`config.mk`:
```
export PLATFORM = sky130hd
export DESIGN_NAME = tpu_window_streamer
export DESIGN_NICKNAME = d
export VERILOG_FILES = /design/src/rtl/tpu_window_streamer.sv
export SDC_FILE = /design/constraint.sdc
export NUM_CORES = 2
export LEC_CHECK = 0
export CAP_MARGIN = 20
export CORE_UTILIZATION = 46
export CTS_CLUSTER_DIAMETER = 80
export DETAILED_ROUTE_END_ITERATION = 6
export PLACE_DENSITY = 0.71
export SYNTH_ARGS = -nofsm -noshare
export SYNTH_HDL_FRONTEND = slang
export SYNTH_SLANG_ARGS = --single-unit
```
`constraint.sdc`:
```
create_clock -name clk -period 19.7 [get_ports clk]
set_clock_uncertainty 0.05 [all_clocks]
set_input_delay 1.97 -clock clk [delete_from_list [all_inputs] [get_ports clk]]
set_output_delay 1.97 -clock clk [all_outputs]
set_load 0.03 [all_outputs]
```
`src/rtl/tpu_window_streamer.sv`:
```
// Activation buffer plus window streamer: walks KxK(xC) windows over a square ifmap in raster order.
// Optional zero padding (P = K/2) is enabled by defining TPU_WINDOW_ZERO_PAD_EN.
module tpu_window_streamer #(
    parameter int dataSize      = 8,
    parameter int numInChannel  = 1,
    parameter int kernelWidth   = 3,
    parameter int numRegister   = 256,
    localparam int numAddrBuffer = $clog2(numRegister)
) (
    input  logic                                                       clk,
    input  logic                                                       nrst,
    input  logic                                                       wr_en,
    input  logic [numAddrBuffer-1:0]                                   wr_addr,
    input  logic [dataSize-1:0]                                        wr_data,
    input  logic [15:0]                                                cfg_ifmap_width,
    input  logic [1:0]                                                 cfg_stride,
    input  logic                                                       ctrl_start,
    output logic [kernelWidth*kernelWidth*numInChannel*dataSize-1:0]   window_out,
    output logic                                                       out_valid,
    input  logic                                                       out_ready,
    output logic                                                       flag_busy,
    output logic                                                       flag_done
);
    localparam int K   = kernelWidth;
    localparam int E   = K * K * numInChannel;
    localparam int EW  = (E > 1) ? $clog2(E) : 1;
    localparam int KW  = $clog2(K + 1);
    localparam int CW  = (numInChannel > 1) ? $clog2(numInChannel) : 1;
    localparam int AW1 = numAddrBuffer + 1;
`ifdef TPU_WINDOW_ZERO_PAD_EN
    localparam int P = K / 2;
    localparam logic [16:0] P17 = 17'(P);
`else
    localparam int P = 0;
`endif
    localparam logic [17:0]    K18       = 18'(K);
    localparam logic [17:0]    P2_18     = 18'(2 * P);
    localparam logic [EW-1:0]  E_LAST    = EW'(E - 1);
    localparam logic [KW-1:0]  K_LAST    = KW'(K - 1);
    localparam logic [CW-1:0]  C_LAST    = CW'(numInChannel - 1);
    localparam logic [63:0]    NUM_REG64 = 64'(numRegister);
    localparam logic [63:0]    C64       = 64'(numInChannel);
    localparam logic [AW1-1:0] REG_LIM   = AW1'(numRegister);

    typedef enum logic [1:0] {IDLE = 2'd0, FETCH = 2'd1, EMIT = 2'd2, DONE = 2'd3} state_t;
    state_t state_r, state_next_s;

    logic [dataSize-1:0]         mem_r [numRegister];
    logic [E-1:0][dataSize-1:0]  win_r;
    logic [15:0]                 w_r;
    logic [1:0]                  s_r;
    logic [15:0]                 ox_r, oy_r;
    logic [KW-1:0]               kx_r, ky_r;
    logic [CW-1:0]               ch_r;
    logic [EW-1:0]               elem_r;
    logic                        out_valid_r, flag_busy_r, flag_done_r;
    logic                        out_valid_s, flag_busy_s, flag_done_s;
    logic [17:0]                 span_s, cfg_span_s;
    logic                        more_x_s, more_y_s, last_win_s;
    logic [16:0]                 prow_s, pcol_s, row_s, col_s;
    logic                        inb_s;
    logic [63:0]                 addr_s;
    logic [dataSize-1:0]         rd_data_s;

    // Origins live in padded coordinates; a next origin exists while it still fits inside W+2P.
    assign span_s     = {2'b00, w_r} + P2_18;
    assign cfg_span_s = {2'b00, cfg_ifmap_width} + P2_18;
    assign more_x_s   = ({2'b00, ox_r} + {16'd0, s_r} + K18) <= span_s;
    assign more_y_s   = ({2'b00, oy_r} + {16'd0, s_r} + K18) <= span_s;
    assign last_win_s = !more_x_s && !more_y_s;

    assign window_out = win_r;
    assign out_valid  = out_valid_r;
    assign flag_busy  = flag_busy_r;
    assign flag_done  = flag_done_r;

    // Buffer write port, only open while idle; contents survive reset.
    always_ff @(posedge clk) begin
        if (wr_en && (state_r == IDLE) && ({1'b0, wr_addr} < REG_LIM)) begin
            mem_r[wr_addr] <= wr_data;
        end
    end

    // Element address for the current fetch position, with out-of-range reads returning zero.
    always_comb begin
        prow_s = {1'b0, oy_r} + 17'(ky_r);
        pcol_s = {1'b0, ox_r} + 17'(kx_r);
`ifdef TPU_WINDOW_ZERO_PAD_EN
        inb_s = (prow_s >= P17) && (prow_s < ({1'b0, w_r} + P17)) &&
                (pcol_s >= P17) && (pcol_s < ({1'b0, w_r} + P17));
        row_s = prow_s - P17;
        col_s = pcol_s - P17;
`else
        inb_s = 1'b1;
        row_s = prow_s;
        col_s = pcol_s;
`endif
        addr_s = ((64'(row_s) * 64'(w_r)) + 64'(col_s)) * C64 + 64'(ch_r);
        if (inb_s && (addr_s < NUM_REG64)) begin
            rd_data_s = mem_r[addr_s[numAddrBuffer-1:0]];
        end else begin
            rd_data_s = '0;
        end
    end

    // State register and registered status outputs.
    always_ff @(posedge clk) begin
        if (!nrst) begin
            state_r     <= IDLE;
            out_valid_r <= 1'b0;
            flag_busy_r <= 1'b0;
            flag_done_r <= 1'b0;
        end else begin
            state_r     <= state_next_s;
            out_valid_r <= out_valid_s;
            flag_busy_r <= flag_busy_s;
            flag_done_r <= flag_done_s;
        end
    end

    // Next-state logic.
    always_comb begin
        state_next_s = state_r;
        case (state_r)
            IDLE: begin
                if (ctrl_start) begin
                    state_next_s = (cfg_span_s < K18) ? DONE : FETCH;
                end else begin
                    state_next_s = IDLE;
                end
            end
            FETCH: begin
                state_next_s = (elem_r == E_LAST) ? EMIT : FETCH;
            end
            EMIT: begin
                if (out_ready) begin
                    state_next_s = last_win_s ? DONE : FETCH;
                end else begin
                    state_next_s = EMIT;
                end
            end
            DONE:    state_next_s = IDLE;
            default: state_next_s = IDLE;
        endcase
    end

    // Status decode of the upcoming state so the registered flags line up with state_r.
    always_comb begin
        out_valid_s = 1'b0;
        flag_busy_s = 1'b0;
        flag_done_s = 1'b0;
        case (state_next_s)
            IDLE:  flag_busy_s = 1'b0;
            FETCH: flag_busy_s = 1'b1;
            EMIT: begin
                out_valid_s = 1'b1;
                flag_busy_s = 1'b1;
            end
            DONE: begin
                flag_done_s = 1'b1;
                flag_busy_s = 1'b1;
            end
            default: begin
                out_valid_s = 1'b0;
                flag_busy_s = 1'b0;
                flag_done_s = 1'b0;
            end
        endcase
    end

    // Window assembly, kernel walk counters and origin stepping.
    always_ff @(posedge clk) begin
        if (!nrst) begin
            win_r  <= '0;
            w_r    <= '0;
            s_r    <= '0;
            ox_r   <= '0;
            oy_r   <= '0;
            kx_r   <= '0;
            ky_r   <= '0;
            ch_r   <= '0;
            elem_r <= '0;
        end else begin
            case (state_r)
                IDLE: begin
                    if (ctrl_start) begin
                        w_r    <= cfg_ifmap_width;
                        s_r    <= (cfg_stride == 2'd0) ? 2'd1 : cfg_stride;
                        ox_r   <= '0;
                        oy_r   <= '0;
                        kx_r   <= '0;
                        ky_r   <= '0;
                        ch_r   <= '0;
                        elem_r <= '0;
                    end
                end
                FETCH: begin
                    win_r[elem_r] <= rd_data_s;
                    if (elem_r == E_LAST) begin
                        elem_r <= '0;
                        ch_r   <= '0;
                        kx_r   <= '0;
                        ky_r   <= '0;
                    end else begin
                        elem_r <= elem_r + EW'(1);
                        if (ch_r == C_LAST) begin
                            ch_r <= '0;
                            if (kx_r == K_LAST) begin
                                kx_r <= '0;
                                ky_r <= ky_r + KW'(1);
                            end else begin
                                kx_r <= kx_r + KW'(1);
                            end
                        end else begin
                            ch_r <= ch_r + CW'(1);
                        end
                    end
                end
                EMIT: begin
                    if (out_ready) begin
                        if (more_x_s) begin
                            ox_r <= ox_r + {14'd0, s_r};
                        end else begin
                            ox_r <= '0;
                            oy_r <= oy_r + {14'd0, s_r};
                        end
                    end
                end
                default: begin
                    elem_r <= '0;
                end
            endcase
        end
    end
endmodule
```
# == Word-level counts from Yosys, hierarchy flattened ==
# Memory sizes are Yosys's and may differ from the RTL's.
# Index checks and enable logic that the tools add are counted.
# classes
mul,1
bitwise_logic,1
n_reduce_logical,18
magnitude_cmp,6
addsub,14
mux,39
n_eq_ne,13
# op_table
operator,n
$mux W16,5
$bwmux W72,1
$add A16 B2 Y17,4
$pmux W16 S2,2
$add A17 B2 Y18 const B,2
$le A18 B16 Y1,2
$add A34 B1 Y35,1
$lt A35 B9 Y1 const B,1
$add A33 B17 Y34,1
$mul A17 B16 Y33,1
$add A16 B2 Y16,2
$demux W8 S4,1
$mux W2,13
$lt A16 B2 Y1 const B,1
$mux W8,2
$pmux W4 S3,1
$eq A2 B2 Y1 const B,5
$mux W4,2
$pmux W2 S2,2
$pmux W2 S4,1
$reduce_and A4 Y1,2
$mux W1,7
$logic_not A2 Y1,3
$ne A2 B2 Y1 const B,3
other kinds (16),27
# totals
ram_bits,2048
output_inout_bits,75
regBits,136
inputBits,39
memories,1
# memory_table
name,depth,word_bits,read_ports,rd_clocked_by_memory_dff,write_ports,line_no,source
mem_r,256,8,1,0,1,48,logic [dataSize-1:0] mem_r [numRegister];

# == Logic depth before layout (Yosys ltp) ==
# depth
ltp_word,11
mapped_depth,34
mapped_depth_nobuf,29

# == Worst setup path after synthesis ==
# OpenSTA, ideal clock, no wires.
# synth_timing
path_kind,reg-to-reg
startpoint,register oy_r[3]
endpoint,register win_r (netlist bit window_out[50])
setup_ps,88
setup_slack_ps,11585
path_stages_with_launch,33
arrival_time_ps,7978
path_cell_list,dfxtp_1 > clkbuf_1 > and2_1 > clkbuf_1 > and3_1 > nand2_1 > nor2_1 > nand3_1 > xnor2_1 > clkbuf_1 > nand2_1 > fa_1 > fa_1 > fa_1 > fa_1 > inv_1 > fa_1 > inv_1 > fa_1 > inv_1 > ha_1 > buf_2 > a21oi_1 > o21a_1 > nor2_1 > o311a_1 > or3_1 > a2111oi_2 > nand4_1 > nor4_4 > nand2_2 > buf_2 > o31ai_1
# synth_between
elab_chain_cells,7
# synth_rtl
item,line_no,source
"start, declared",52,"logic [15:0] ox_r, oy_r;"
"start signal, assigned",225,"oy_r <= oy_r + {14'd0, s_r};"
$add A16 B2 Y17 (*),86,"prow_s = {1'b0, oy_r} + 17'(ky_r);"
$mul A17 B16 Y33 (*),98,addr_s = ((64'(row_s) * 64'(w_r)) + 64'(col_s)) * C64 + 64'(ch_r);
$add A33 B17 Y34 (*),98,
$add A34 B1 Y35 (*),98,
$mem_v2 Z256 W8 or $lt A35 B9 Y1 (tied branches),-,
$mux W8 (*),99,if (inb_s && (addr_s < NUM_REG64)) begin
$bwmux W72 (*),198,win_r[elem_r] <= rd_data_s;
"end signal, assigned by index",198,
"end, declared",49,logic [E-1:0][dataSize-1:0] win_r;
# Mark *: on every way between the ends. The rest lies on a longest branch, timed or not.
# A chain may end at the register's enable or synchronous reset.

# == Worst setup path after layout ==
# layout_timing
startpoint,register oy_r[3]
endpoint,register win_r (netlist bit window_out[66])
# Same word-level chain as after synthesis.

==> out/qor.yml <==
outcome:
  status: "finished, final reports clean"
timing:
  setup_viol: 0
  hold_ws_ps: 405
  min_period_ps: 9540
  fmax_ghz: 0.105
  hold_violations: 0
  layout_setup_ws_ps: 10160
  fin_setup_tns_ps: 0
  rsz0062_at_grt: "no"
  maxSlewHeadroom: 0.150
  finalCritPeriodShare: 0.484
  worst_pin_slew_ps: 1270
  slew_viol_final: 0
cts:
  cts.sink_count: 2183
  worstSkewPairLatency_ps: 840
  postCtsHoldBufs: 0
  cts_setup_buffers: 0
  htree_levels: 4
  cts_root_buffer: "clkbuf_16"
  cts_buffer_depth: 3
  path_clk_slew_ps: 60
  ctsResizeCount: 0
  numCtsBuffers: 193
  cts_tree: "done"
critical_path:
  critical_path_required_ps: 20380
  cp-start-kind: "register"
  rr_startpoint: "oy_r[3]"
  crit_top_cell: "fa_1"
  endpoint_kind: "register"
  critPathKind: "reg -> reg"
  worstReg2RegEnd: "window_out[66]"
  reg2reg_slack_ps: 10160
  critPathSlowestCell: "nor4_4"
  critPathMaxStageDelay_ps: 730
  critPathMaxFanout: 31
  crit_arrival_ps: 10220
  rr_worst_depth: 28
synthesis:
  syn_area_per_cell_um2: 16.7
  ys_seq_area_frac: 0.658
  syn-num-nets: 6263
  synth_cell_types: 90
  synth_edf_count: 2048
  syn_area_um2: 97500
  async_flop_share: 0
  synth_flop_cell: "edfxtp_1"
  ys_seq_elements: 2183
  yosys_warnings: 0
  synthCells: 5825
cells_and_area:
  mostFrequentLayoutCells: "edfxtp_1, mux4_2, nand2_1, nor2_1, inv_1"
  drive_gt1_frac: 0.147
  multi_input_area_um2: 30200
  area_growth_pct: 10.1
  seq_area_um2: 64200
  nets: 6351
  final_common_cell: "edfxtp_1"
  fillers: 16800
grt:
  first_global_vias: 54000
  grt_pass1_wl_um: 369000
  grt_max_degree: 162
  grt_usage: 0.233
  grt-ovfl-total: 0
  antenna_found_initial: 8
die:
  die_y_um: 462
  pin_count: 114
  initial_core_util: 0.464
  core_um2: 210000
  rows: 168
  die-area_um2: 214000
  die_x_um: 462
routing:
  drt_first_pass_iters: 6
  route.detailed.drc: 0
  ant_nets: 0
  avgRoutedWirePerCell_um: 28.3
  via_count: 54500
  vias_per_cell: 6.13
  routed_wl_um: 252000
  drtIter0Drc: 7260
placed_design:
  dp_slack_ps: 10180
  gp_congestion: 0.907
  dp_hpwl_um: 160000
  port_buffers: 113
flow_run:
  drv_cap: 0
pwr:
  clkPwrFrac: 0.395
  seqPwrFrac: 0.543
  p_int_mw: 7.33
  p_leak_nw: 34.9
  p_comb_frac: 0.062
  swShare: 0.220
  irDropWorstVdd_uv: 94.4
  power_density_nw_per_um2: 87.4
  netSwitchingPower_mw: 2.06
hold_path:
  min_path_type: "reg -> reg"
  holdCritStartpoint: "window_out[1]"
  min_to: "window_out[1]"
  hold_depth: 2
==> worst max path at each step <==
| stage | start | end | slack (ps) | depth (start not counted) |
|---|---|---|---|---|
| after floorplan | oy_r[3] | window_out[50] | 11580 | 32 |
| after global placement | oy_r[3] | window_out[66] | 10350 | 28 |
| after detailed placement | oy_r[3] | window_out[66] | 10180 | 28 |
| after CTS | oy_r[3] | window_out[66] | 10130 | 28 |
| after global routing | oy_r[3] | window_out[66] | 9620 | 28 |
| final | oy_r[3] | window_out[66] | 10160 | 28 |
==> worst max-delay path: cells and delay by family (launching register included) <==
kind                     cells  cell delay, ps
AO/OA/AOI/OAI                4            1030
XOR/XNOR                     1             230
adder cells (fa/ha/maj)      7            3470
buffers and inverters        4             420
flip-flops                   1             480
AND/OR/NAND/NOR             12            3730
==> Yosys cell counts, drive strengths merged (21+ instances only) <==
library cell	count	area [um^2]
a21o	33	255
a21boi	29	218
a22oi	40	300
a211oi	31	238
nand4	33	206
o31ai	23	173
nand3	93	470
xnor2	33	289
ha	168	2100
edfxtp	2048	61500
mux4	474	10700
nor3	48	240
dfxtp	135	2700
nor2	374	1400
xor2	38	333
a221o	22	220
buf	152	1260
mux2i	199	1990
and2	133	832
and3	26	163
a221oi	70	613
nor2b	23	144
a21oi	100	504
inv	330	1240
fa	231	4620
clkbuf	175	761
a31oi	22	138
o21ai	147	736
nand2	383	1440
o211ai	21	163
==> area by class of cell <==
| type | instances | area share |
|---|---|---|
| Sequential cell | 2183 | 0.598 |
| Multi-Input combinational cell | 2981 | 0.281 |
| Clock buffer | 241 | 0.0479 |
| Tap cell | 2805 | 0.0327 |
| Timing Repair Buffer | 223 | 0.0196 |
| Inverter | 331 | 0.0116 |
| Clock inverter | 114 | 0.00906 |
| Antenna cell | 4 | 0.0000932 |
==> kinds of logic (layout without fill, tap and decap cells) <==
kind of cell / after synthesis / after routing / synth area share
adder cells (fa/ha/maj): 399 / 399 / 0.0690
flip-flops: 2183 / 2183 / 0.658
AND/OR/NAND/NOR: 1183 / 1183 / 0.0555
XOR/XNOR: 71 / 71 / 0.00638
buffers and inverters: 661 / 909 / 0.0338
other: 0 / 4 / 0
AO/OA/AOI/OAI: 650 / 650 / 0.0464
multiplexers: 678 / 678 / 0.131
==> through the flow <==
stage / std cells / instance area (um^2) / power, mW / utilization
after floorplan: 5825 / 97500 / 5.55 / -
after global placement: 8517 / 101000 / 5.76 / 0.481
after detailed placement: 8521 / 101000 / 5.77 / 0.482
after CTS: 8876 / 107000 / 9.41 / 0.511
after global routing: 8878 / 107000 / 9.61 / 0.511
final: 8882 / 107000 / 9.39 / 0.511
==> per-layer routing <==
layer / up-vias / GRT usage / part of all wire
li1: 22600 / - / -
met1: 28200 / 0.329 / 0.39
met2: 3199 / 0.361 / 0.46
met3: 471 / 0.0565 / 0.12
met4: 8 / 0.0704 / 0.031
met5: - / 0 / 0.00020
==> registers in the layout, indices dropped and copies added (netlist names) <==
name	count
oy_r	16
kx_r	2
elem_r	4
flag_busy	1
flag_done	1
ky_r	2
s_r	2
ox_r	16
w_r	16
state_r	2
mem_r	2048
window_out	72
out_valid	1
==> power groups by stage <==
stage               Combinational (mW)  Clock [mW]  Sequential, mW
floorplan                        0.364           0            5.18
global placement                 0.570           0            5.19
detailed placement               0.579           0            5.19
CTS                              0.582        3.74            5.09
global route                     0.613        3.90            5.09
finish                           0.586        3.71            5.10
No activity file was read; power rests on OpenSTA's default activity.
